[src/rtl/vu_mult_acc_pkg.sv]
// Shared definitions for the vu_mult_acc multiply-accumulate back end:
// op encodings, datapath widths, clamp limits and the clamp helper.
package vu_mult_acc_pkg;

    localparam int PROD_W = 32;
    localparam int ACC_W  = 48;
    localparam int RES_W  = 16;

    typedef enum logic [1:0] {
        OP_MUL  = 2'b00,
        OP_MAC  = 2'b01,
        OP_READ = 2'b10,
        OP_CLR  = 2'b11
    } op_e;

    // Limits of the signed 16-bit result window, in result and 32-bit form.
    localparam logic [RES_W-1:0]  CLAMP_POS   = 16'h7FFF;
    localparam logic [RES_W-1:0]  CLAMP_NEG   = 16'h8000;
    localparam logic signed [31:0] CLAMP_POS_W = 32'sh0000_7FFF;
    localparam logic signed [31:0] CLAMP_NEG_W = 32'shFFFF_8000;

    // Signed saturation of ACC[47:16] into 16 bits.
    function automatic logic [RES_W-1:0] clamp_slice(input logic [31:0] hi_w);
        logic signed [31:0] w;
        w = $signed(hi_w);
        if (w > CLAMP_POS_W)
            return CLAMP_POS;
        else if (w < CLAMP_NEG_W)
            return CLAMP_NEG;
        else
            return hi_w[RES_W-1:0];
    endfunction

endpackage

[src/rtl/vu_mult_acc_cpa.sv]
// Carry-propagate adder for vu_mult_acc: merges the CSA sum/carry vectors
// into the 32-bit product, extends it to 48 bits and adds it to the
// accumulator. Purely combinational.
module vu_mult_acc_cpa
    import vu_mult_acc_pkg::*;
(
    input  logic [PROD_W-1:0] sum_i,
    input  logic [PROD_W-1:0] carry_i,
    input  logic              signed_i,
    input  logic [ACC_W-1:0]  acc_i,
    output logic [ACC_W-1:0]  ext_o,
    output logic [ACC_W-1:0]  mac_o
);

    logic [PROD_W-1:0] prod;
    logic              fill;

    assign prod  = sum_i + carry_i;
    assign fill  = signed_i & prod[PROD_W-1];
    assign ext_o = {{(ACC_W-PROD_W){fill}}, prod};
    // Accumulate wraps modulo 2^48; the carry out is deliberately dropped.
    assign mac_o = acc_i + ext_o;

endmodule

[src/rtl/vu_mult_acc.sv]
// vu_mult_acc: two-stage multiply-accumulate back end. S1 registers the
// multiplier CSA outputs and the op; S2 merges the product, updates the
// 48-bit accumulator and registers the 16-bit result slice.
// Build option: VU_MULT_ACC_CLAMP_EN enables signed saturation of res;
// without it res is the plain ACC[31:16] slice.
module vu_mult_acc
    import vu_mult_acc_pkg::*;
(
    input  logic        clk,
    input  logic        reset,
    input  logic        in_valid,
    input  logic [15:0] sumlower,
    input  logic [15:0] carrylower,
    input  logic [15:0] sumupper,
    input  logic [15:0] carryupper,
    input  logic        prod_signed,
    input  logic [1:0]  op,
    input  logic        stall,
    output logic        out_valid,
    output logic [15:0] res,
    output logic [15:0] acc_hi
);

    logic              s1_valid_q;
    logic [PROD_W-1:0] s1_sum_q;
    logic [PROD_W-1:0] s1_carry_q;
    logic              s1_signed_q;
    op_e               s1_op_q;

    logic [ACC_W-1:0]  acc_q;
    logic [ACC_W-1:0]  acc_d;
    logic [ACC_W-1:0]  ext;
    logic [ACC_W-1:0]  mac;
    logic [RES_W-1:0]  res_d;
    logic              out_valid_q;
    logic [RES_W-1:0]  res_q;
    logic [RES_W-1:0]  acc_hi_q;

    // Stage 1: capture the CSA vectors and op unless stalled.
    always_ff @(posedge clk) begin
        if (reset) begin
            s1_valid_q  <= 1'b0;
            s1_sum_q    <= '0;
            s1_carry_q  <= '0;
            s1_signed_q <= 1'b0;
            s1_op_q     <= OP_MUL;
        end else if (!stall) begin
            s1_valid_q  <= in_valid;
            s1_sum_q    <= {sumupper, sumlower};
            s1_carry_q  <= {carryupper, carrylower};
            s1_signed_q <= prod_signed;
            s1_op_q     <= op_e'(op);
        end
    end

    vu_mult_acc_cpa u_cpa (
        .sum_i    (s1_sum_q),
        .carry_i  (s1_carry_q),
        .signed_i (s1_signed_q),
        .acc_i    (acc_q),
        .ext_o    (ext),
        .mac_o    (mac)
    );

    // Next accumulator value; CLR ignores whatever product came with it.
    always_comb begin
        acc_d = acc_q;
        case (s1_op_q)
            OP_MUL:  acc_d = ext;
            OP_MAC:  acc_d = mac;
            OP_READ: acc_d = acc_q;
            OP_CLR:  acc_d = '0;
            default: acc_d = acc_q;
        endcase
    end

    // Result slice taken from the new accumulator value.
`ifdef VU_MULT_ACC_CLAMP_EN
    assign res_d = clamp_slice(acc_d[ACC_W-1:RES_W]);
`else
    assign res_d = acc_d[2*RES_W-1:RES_W];
`endif

    // Stage 2: commit the accumulator and register the outputs.
    always_ff @(posedge clk) begin
        if (reset) begin
            acc_q       <= '0;
            out_valid_q <= 1'b0;
            res_q       <= '0;
            acc_hi_q    <= '0;
        end else if (!stall) begin
            if (s1_valid_q) begin
                acc_q       <= acc_d;
                out_valid_q <= 1'b1;
                res_q       <= res_d;
                acc_hi_q    <= acc_d[ACC_W-1:2*RES_W];
            end else begin
                out_valid_q <= 1'b0;
            end
        end
    end

    assign out_valid = out_valid_q;
    assign res       = res_q;
    assign acc_hi    = acc_hi_q;

endmodule

[config.mk]
export PLATFORM = sky130hd
export DESIGN_NAME = vu_mult_acc
export DESIGN_NICKNAME = d
export VERILOG_FILES = /design/src/rtl/vu_mult_acc_pkg.sv /design/src/rtl/vu_mult_acc_cpa.sv /design/src/rtl/vu_mult_acc.sv
export SDC_FILE = /design/constraint.sdc
export NUM_CORES = 1
export LEC_CHECK = 0
export BUFFER_PORTS_ARGS = -buffer_cell sky130_fd_sc_hd__buf_2
export CAP_MARGIN = 0
export CORE_MARGIN = 3
export CORE_UTILIZATION = 55
export DETAILED_ROUTE_END_ITERATION = 12
export GPL_TIMING_DRIVEN = 0
export PLACE_DENSITY = 0.75
export SYNTH_ARGS = -nofsm -noshare
export SYNTH_HDL_FRONTEND = slang
export SYNTH_SLANG_ARGS = --single-unit
[constraint.sdc]
create_clock -name clk -period 7.06 [get_ports clk]
set_input_delay 0.353 -clock clk [delete_from_list [all_inputs] [get_ports clk]]
set_output_delay 0.353 -clock clk [all_outputs]
set_load 0.02 [all_outputs]
Word level (Yosys, flattened, before mapping)

Index checks and enable logic that the tools add are counted.

Output and inout bits: 33
Register bits after elaboration: 149
Input bits: 71

Equality and inequality tests: 3
Add/sub/neg operators: 2
Bitwise gates (word level): 3
Muxes and demuxes: 2
Reductions and logical operators: 3

Operators with widths:

| cell               | number |
|---|---|
| $pmux 48 s4        | 1 |
| $add 48x48->48     | 1 |
| $add 32x32->32     | 1 |
| $eq 2x2->1 const B | 2 |
| $reduce_and 3->1   | 1 |
| $eq 2x1->1 const B | 1 |
| $logic_not 2->1    | 1 |
| $not 1->1          | 2 |
| $reduce_and 2->1   | 1 |
| $and 1x1->1        | 1 |
| $mux 1             | 1 |

Logic depth before layout (Yosys ltp)

Gate-level depths: netlist of the first run.

Depth in word-level cells: 4
Gate-level depth with buffers: 26

Modules after synthesis

A second synthesis of the first run with hierarchy kept.

Cells, all modules: 982
Area, all modules: 8722.1 um2

By module, submodules not included:

| module          | cells an instance | area an instance (um2) | sequential area each (um2) | instances |
|---|---|---|---|---|
| vu_mult_acc     | 419               | 4754.6                 | 2342.2                     | 1 |
| vu_mult_acc_cpa | 563               | 3967.6                 | 0.0                        | 1 |

Worst setup path before layout of the first run

OpenSTA, ideal clock, no wires.

Path kind: reg2reg
Start: register s1_sum_q[0]
End: register acc_q[40]
Slack: 1.827 ns
Clock period less this slack: 5.233 ns
Cell stages (with the launch flop): 23
Buffers on the path: 1
Arrival time: 5.113 ns
Library setup time: 0.120 ns
Cells stage by stage: dfxtp_1 > ha_1 > fa_1 > a21o_1 > a21o_1 > a211oi_1 > o21bai_1 > a21o_1 > a21o_1 > a21o_1 > a21oi_1 > xnor2_1 > ha_1 > nand4_1 > a211oi_1 > o21ai_0 > a211o_1 > a41o_1 > or4_1 > and3_1 > buf_6 > a221o_1 > a211o_1

Word-level cells in the longest chain between the ends: 4

RTL lines:

| item                     | RTL line              | text |
|---|---|---|
| start: declaration       | vu_mult_acc.sv:25     | `logic [PROD_W-1:0] s1_sum_q;` |
| start signal: assignment | vu_mult_acc.sv:49     | `s1_sum_q <= {sumupper, sumlower};` |
| $add 32x32->32 *         | vu_mult_acc_cpa.sv:18 | `assign prod = sum_i + carry_i;` |
| $and 1x1->1              | vu_mult_acc_cpa.sv:19 | `assign fill = signed_i & prod[PROD_W-1];` |
| $add 48x48->48           | vu_mult_acc_cpa.sv:22 | `assign mac_o = acc_i + ext_o;` |
| $pmux 48 s4 *            | vu_mult_acc.sv:68     | `case (s1_op_q)` |
| end signal: assignment   | vu_mult_acc.sv:87     | `acc_q <= '0;` |
| end signal: assignment   | vu_mult_acc.sv:93     | `acc_q <= acc_d;` |
| end: declaration         | vu_mult_acc.sv:30     | `logic [ACC_W-1:0] acc_q;` |

Every way passes the cells marked *; elsewhere a longest branch is shown, timed or not.
A chain may end at the register's enable or synchronous reset.

Final worst setup path of the first run

Start: register s1_sum_q[0]
End: register acc_q[43]

The elaborated chain is that of the path after synthesis.

==> summary.md, run 1 <==
| Metric | Value |
|---|---|
| Worst skew pair latency | `430 ps` |
| Nets@finish | `1,335` |
| Rows | `between 40 and 50` |
| Yosys reg bits | `117` |
| Synth Flop Type | `dfxtp_1` |
| Pwr Total | `2.00 mW` |
| Critical path type | `reg -> reg` |
| Largest stage delay, worst path | `730 ps` |
| Initial antenna violation count | `0` |
| Max Cap Violations | `0` |
| R2R Path Start | `s1_sum_q[0]$_SDFFE_PP0N_` |
| Final Slew Violations | `0` |
| Ys Warns | `0` |
| Final setup fails | `0` |
| Largest net degree at the start of global routing | `17` |
| CTS Buffer Depth | `2` |
| Initial Util | `0.569` |
| Synthesized area | `0.00874 mm^2` |
| Clock transition at the registers of the reported paths | `60 ps` |
| Fin. Hold Viols | `0` |
| DP HPWL | `approximately 19,000 um` |
| Reg2reg end | `acc_q[43]$_SDFFE_PP0P_` |
| Worst hold start | `sumlower[9]` |
| Asr flop ratio synth | `0` |
| Critical Path, Cell by Cell | `ha_1, fa_1, a21o_1, a21o_1, a211oi_1, o21bai_1, a41oi_1, nand3b_1, a41oi_1, nor2b_1, xnor2_1, ha_1, nand2_1, a21oi_1, a221oi_1, o21ai_0, a41oi_1, a22oi_1, nand2b_1, mux2i_1, mux2i_1, o211ai_1` |
| Arr. time, crit path | `6380 ps` |
| WP data required | `~7300 ps` |
| Clock period minus final worst setup slack | `6100 ps` |
| R2R depth | `22` |
| Post-Place Worst Slack | `1060 ps` |
| Mean post-synth cell area | `8.11 um^2` |
| Critical Path Fanout Max | `10` |
| Die area | `0.0174 mm^2` |
| Fin worst setup slack | `962 ps` |
| Synth area leader | `dfxtp_1` |
| # port buffers | `101` |
| Flop2flop setup slack | `960 ps` |
| CTS tree | `built` |
| Via count | `8,487` |
| Gpl congestion | `0.950` |
| Clock root cell | `clkbuf_16` |
| Worst hold endpoint | `s1_sum_q[9]$_SDFFE_PP0N_` |
| Tcrit/Tclk final | `0.864` |
| Layout fillers | `roughly 1,400` |
| Ports | `104` |
| Critical-path top delay cell | `a41oi_1` |
| Synth cell count leaders | `140 x nor2_1, 117 x dfxtp_1, 88 x mux2i_1` |
| Die Y | `132 um` |
| Pwr Density | `198 mW/mm^2` |
| CP dominant cell by count | `a41oi_1` |
| Setup TNS | `0 ps` |
| Syn nets | `1,215` |
| Largest cells by area after synthesis | `dfxtp_1 27%, mux2i_1 10%, ha_1 9.2%, nor2_1 6.0%, a21oi_1 4.9%` |
| Max rail drop VDD | `0.000176 V` |
| Max Freq | `164 MHz` |
| WL/cell | `17.5 um` |
| Post-CTS setup buffers | `0` |
| Relative slew slack | `0.300` |
| Crit start category | `flip-flop` |
| EDFF count, synth | `0` |
| Resize count post-CTS | `0` |
| Top-count cell post-synth | `nor2_1` |
| Post-synthesis cell type count | `67` |
| RSZ-0062 raised after global routing | `false` |
| Run status | `finished clean` |
| TritonCTS buffer count | `17` |
| Cts hold-fix bufs | `0` |
| Slew @ Worst Pin | `~1000 ps` |
| Core area | `roughly 0.015 mm^2` |
| Register area share after synthesis | `0.268` |
| First-pass DRT Iterations | `6` |
| Share of cells above drive strength 1 | `0.156` |
| Clock Sink Count | `117` |
| Synth-to-layout area growth | `15.3%` |
| WL final | `between 20,000 and 25,000 um` |
| Fin util | `0.656` |
| CP Launch Point | `s1_sum_q[0]$_SDFFE_PP0N_` |
| GRT Total Usage | `0.283` |
| H-tree depth | `4` |
| Antenna diodes | `0` |
| Final ANT Viol Nets | `0` |
| Gr ovfl total | `0` |
| Synth Instances | `1,078` |
| Vias in the first global route | `8,037` |
| First-pass GRT wire length | `40,200 um` |
| DRT iter0 DRCs | `roughly 600` |
| Die W | `132 um` |
| Critical path endpoint category | `flip-flop` |
| Worst Skew | `around 6.3 ps` |
| Drc violations | `0` |
| Worst hold stages | `3` |
| Top cell type's share of synthesized area | `0.268` |
| Worst min path class | `in -> reg` |
| Leakage | `4.75 nW` |
| Vias/cell | `between 5 and 6` |
cell families after synthesis:
kind of cell / Yosys count / share of synthesized area
buffers and inverters: 104 / 0.0605
XOR/XNOR: 60 / 0.0601
AO/OA/AOI/OAI: 296 / 0.224
adder cells (fa/ha/maj): 66 / 0.0962
multiplexers: 99 / 0.115
AND/OR/NAND/NOR: 336 / 0.176
flip-flops: 117 / 0.268
worst max path at each step:
stage / end / cells after the start
floorplan: acc_q[40]$_SDFFE_PP0P_ / 22
global placement: acc_q[43]$_SDFFE_PP0P_ / 22
detailed placement: acc_q[43]$_SDFFE_PP0P_ / 22
CTS: acc_q[43]$_SDFFE_PP0P_ / 22
global route: acc_q[47]$_SDFFE_PP0P_ / 22
finish: acc_q[43]$_SDFFE_PP0P_ / 22
report_power, final:
group          switching [mW]  internal (mW)  total (mW)  leakage [nW]
clock                   0.325          0.531       0.856         0.267
sequential             0.0243          0.693       0.717         0.958
combinational           0.250          0.173       0.423          3.52
total                   0.599           1.40        2.00          4.75
flip-flops by register name (all words and copies together) (netlist names):
signal,flops
acc_q,48
s1_carry_q,32
s1_op_q,2
s1_valid_q,1
s1_sum_q,32
s1_signed_q,1
out_valid,1
stage by stage:
stage / hold slack (ps) / instance area, um^2 / std cells
3_3_place_gp: 454 / 9510 / 1390
6_report: 153 / 10100 / 1420
2_1_floorplan: 432 / 8740 / 1078
4_1_cts: 147 / 10100 / 1420
3_5_place_dp: 461 / 9510 / 1390
5_1_grt: 158 / 10100 / 1420
per-layer routing:
layer / share of wire / vias to the layer above / track usage
li1: - / 4141 / -
met4: 0.035 / 0 / 0.128
met2: 0.44 / 366 / 0.454
met5: 0 / - / 0
met3: 0.080 / 62 / 0.0576
met1: 0.44 / 3918 / 0.367
worst max-delay path, delay by kind of cell (launching register included):
family	cells	cell delay [ps]
adder cells (fa/ha/maj)	3	1010
flip-flops	1	310
XOR/XNOR	1	190
AND/OR/NAND/NOR	4	610
AO/OA/AOI/OAI	12	3300
multiplexers	2	500
cell type report:
class | instances | area, um^2 | share of cell area
clock buffers | 21 | 460 | 0.0457
plain buffers | 87 | 465 | 0.0462
inverters | 17 | 63.8 | 0.00633
well taps | 211 | 264 | 0.0262
clock inverters | 9 | 105 | 0.0104
flip-flops and latches | 117 | 2340 | 0.232
multi-input cells | 857 | 5870 | 0.583
repair buffers | 101 | 505 | 0.0502
layout by cell type, fill, tap and decap left out, types with 25 or more instances in the layout:
cell type / count
dfxtp_1: 117
nor2_1: 140
ha_1: 64
a21o_1: 42
xor2_1: 25
nand2_1: 74
buf_4: 32
buf_2: 104
o21ai_0: 48
mux2i_1: 88
a21oi_1: 86
nor3_1: 25
clkbuf_1: 42
xnor2_1: 35
(Power assumes the default switching activity.)
==> run 2, diff against run 1 <==
--- a/config.mk
+++ b/config.mk
@@ -5,13 +5,13 @@
 export SDC_FILE = /design/constraint.sdc
 export NUM_CORES = 1
 export LEC_CHECK = 0
-export BUFFER_PORTS_ARGS = -buffer_cell sky130_fd_sc_hd__buf_2
 export CAP_MARGIN = 0
 export CORE_MARGIN = 3
 export CORE_UTILIZATION = 55
 export DETAILED_ROUTE_END_ITERATION = 12
+export DONT_BUFFER_PORTS = 1
 export GPL_TIMING_DRIVEN = 0
-export PLACE_DENSITY = 0.75
+export PLACE_DENSITY = 0.69
 export SYNTH_ARGS = -nofsm -noshare
 export SYNTH_HDL_FRONTEND = slang
 export SYNTH_SLANG_ARGS = --single-unit
==> run 2 against run 1 <==
  * Utilization decreased by 3.1 points
  * Sequential share of layout area increased by 1.2 points
  * Critical path depth decreased by 2
  * Power about the same
  * Clock skew increased by 2.6 ps
  * Final cell count decreased by 7.1%
  * Critical path type unchanged
  * Largest power group unchanged
==> summary.md, run 2 (synthesis results as in run 1) <==
| Metric | Value |
|---|---|
| First-pass DRT Iterations | `6` |
| Reg2reg end | `acc_q[43]$_SDFFE_PP0P_` |
| Biggest register | `acc_q` |
| Fin worst setup slack | `859 ps` |
| # port buffers | `0` |
| Worst Setup EP | `acc_q[43]$_SDFFE_PP0P_` |
| Die W | `132 um` |
| Clock root cell | `clkbuf_16` |
| Clock transition at the registers of the reported paths | `60 ps` |
| WP buf/inv | `0` |
| Crit start category | `flip-flop` |
| Run status | `finished clean` |
| Arr. time, crit path | `6480 ps` |
| Critical path endpoint category | `flip-flop` |
| Max reg flops | `48` |
| Leakage | `between 4 and 5 nW` |
| Top delay family on crit path | `compound AO/OA/AOI/OAI gates` |
| CTS Buffer Depth | `2` |
| Tcrit/Tclk final | `0.878` |
| Hold_ws | `around 73 ps` |
| Antenna diodes | `0` |
| Crit path depth | `20` |
| CP Launch Point | `s1_sum_q[0]$_SDFFE_PP0N_` |
| GRT Total Usage | `0.278` |
| CTS tree | `built` |
| Clock period minus final worst setup slack | `6200 ps` |
| Core area | `0.0154 mm^2` |
| Most common cell after layout, fill and taps aside | `nor2_1` |
| Initial antenna violation count | `0` |
| Max Freq | `161 MHz` |
| DRT iter0 DRCs | `a little under 900` |
| Largest stage delay, worst path | `between 700 and 800 ps` |
| Die area | `approximately 0.017 mm^2` |
| Setup TNS | `0 ps` |
| Final ANT Viol Nets | `0` |
| Gpl congestion | `0.957` |
| R2R Path Start | `s1_sum_q[0]$_SDFFE_PP0N_` |
| Die Y | `132 um` |
| Cts hold-fix bufs | `0` |
| H-tree depth | `4` |
| Resize count post-CTS | `0` |
| Most frequent cells in the layout | `140 x nor2_1, 117 x dfxtp_1, 88 x mux2i_1` |
| Relative slew slack | `0.314` |
| Rows | `45` |
| Worst min path class | `in -> reg` |
| Clock Sink Count | `around 120` |
| Final setup fails | `0` |
| WL final | `24,400 um` |
| Nets@finish | `1,234` |
| Initial Util | `0.569` |
| Post-Place Worst Slack | `1050 ps` |
| Critical Path, Cell by Cell | `ha_1, fa_1, a21o_1, a21o_1, a211oi_1, o21bai_1, a41oi_1, a21oi_1, xor2_1, ha_1, a2111oi_0, o21ai_0, a221oi_1, o21ai_0, a41oi_1, a22oi_1, nand2b_1, mux2i_1, mux2i_1, o211ai_1` |
| First-pass GRT wire length | `39,200 um` |
| WP data required | `7340 ps` |
| Critical Path Fanout Max | `10` |
| Largest net degree at the start of global routing | `17` |
| Gr ovfl total | `0` |
| Via count | `between 7,000 and 8,000` |
| DP HPWL | `roughly 18,000 um` |
| RSZ-0062 raised after global routing | `false` |
| Critical-path top delay cell | `a41oi_1` |
| Post-DP Area | `0.00901 mm^2` |
| Critical path type | `reg -> reg` |
| Max Cap Violations | `0` |
| Cell area after layout | `0.00960 mm^2` |
| Worst Skew | `around 8.9 ps` |
| Worst skew pair latency | `430 ps` |
| TritonCTS buffer count | `17` |
| Synth-to-layout area growth | `9.76%` |
| Regs by FF count | `acc_q: 48 flops, s1_carry_q: 32 flops, s1_sum_q: 32 flops` |
| WL/cell | `18.5 um` |
| Share of cells above drive strength 1 | `0.0794` |
| Vias in the first global route | `approximately 7,500` |
| Pwr Density | `between 200 and 250 mW/mm^2` |
| Post-CTS setup buffers | `0` |
| Flop2flop setup slack | `860 ps` |
| Fin. Hold Viols | `0` |
| Ports | `104` |
| Drc violations | `0` |
| Max rail drop VDD | `0.000199 V` |
| Final Slew Violations | `0` |
| Vias/cell | `between 6 and 7` |
| R2R depth | `20` |
| Slew @ Worst Pin | `approximately 1000 ps` |
==> run 2: cell count changes in the layout (fill, tap and decap cells not counted), sizes merged <==
cell / delta
buf: -101
clkinvlp: -2
bufinv: +1
clkinv: +1
==> run 2: stage by stage <==
step / util / instances / power, mW
4_1_cts: 0.624 / 1319 / 2.00
2_1_floorplan: - / 1078 / 1.03
5_1_grt: 0.624 / 1319 / 2.08
6_report: 0.624 / 1319 / 1.99
3_3_place_gp: 0.586 / 1289 / 1.12
3_5_place_dp: 0.586 / 1289 / 1.12
==> run 2: final cells by class <==
| type | instances | area [um^2] |
|---|---|---|
| clock inverter | 9 | 129 |
| clock buffer | 21 | 460 |
| sequential | 117 | 2340 |
| tap | 211 | 264 |
| fill | 1405 | 5770 |
| inverter | 17 | 63.8 |
| buffer | 87 | 465 |
| multi-input combinational | 857 | 5870 |
==> run 2: how the worst min path moves through the flow <==
stage                                 startpoint                    endpoint  slack, ps  depth (start not counted)
after global placement    acc_q[12]$_SDFFE_PP0P_      acc_q[12]$_SDFFE_PP0P_        450                          2
after floorplan           acc_q[12]$_SDFFE_PP0P_      acc_q[12]$_SDFFE_PP0P_        430                          2
after global routing                 sumupper[8]   s1_sum_q[24]$_SDFFE_PP0N_         70                          2
after CTS                          carrylower[5]  s1_carry_q[5]$_SDFFE_PP0N_         60                          2
after detailed placement   acc_q[7]$_SDFFE_PP0P_       acc_q[7]$_SDFFE_PP0P_        460                          2
final                              carrylower[5]  s1_carry_q[5]$_SDFFE_PP0N_         70                          2
==> run 2: power breakdown <==
| group | leakage [nW] | switching, mW | internal (mW) |
|---|---|---|---|
| clock | 0.285 | 0.310 | 0.567 |
| combinational | 3.07 | 0.242 | 0.157 |
| sequential | 0.958 | 0.0246 | 0.693 |
==> run 2: metal layers <==
layer	up-vias	share of wire	global-route usage
li1	3945	-	-
met1	3674	0.45	0.371
met2	290	0.44	0.439
met3	57	0.073	0.0607
met4	0	0.031	0.107
met5	-	0	0
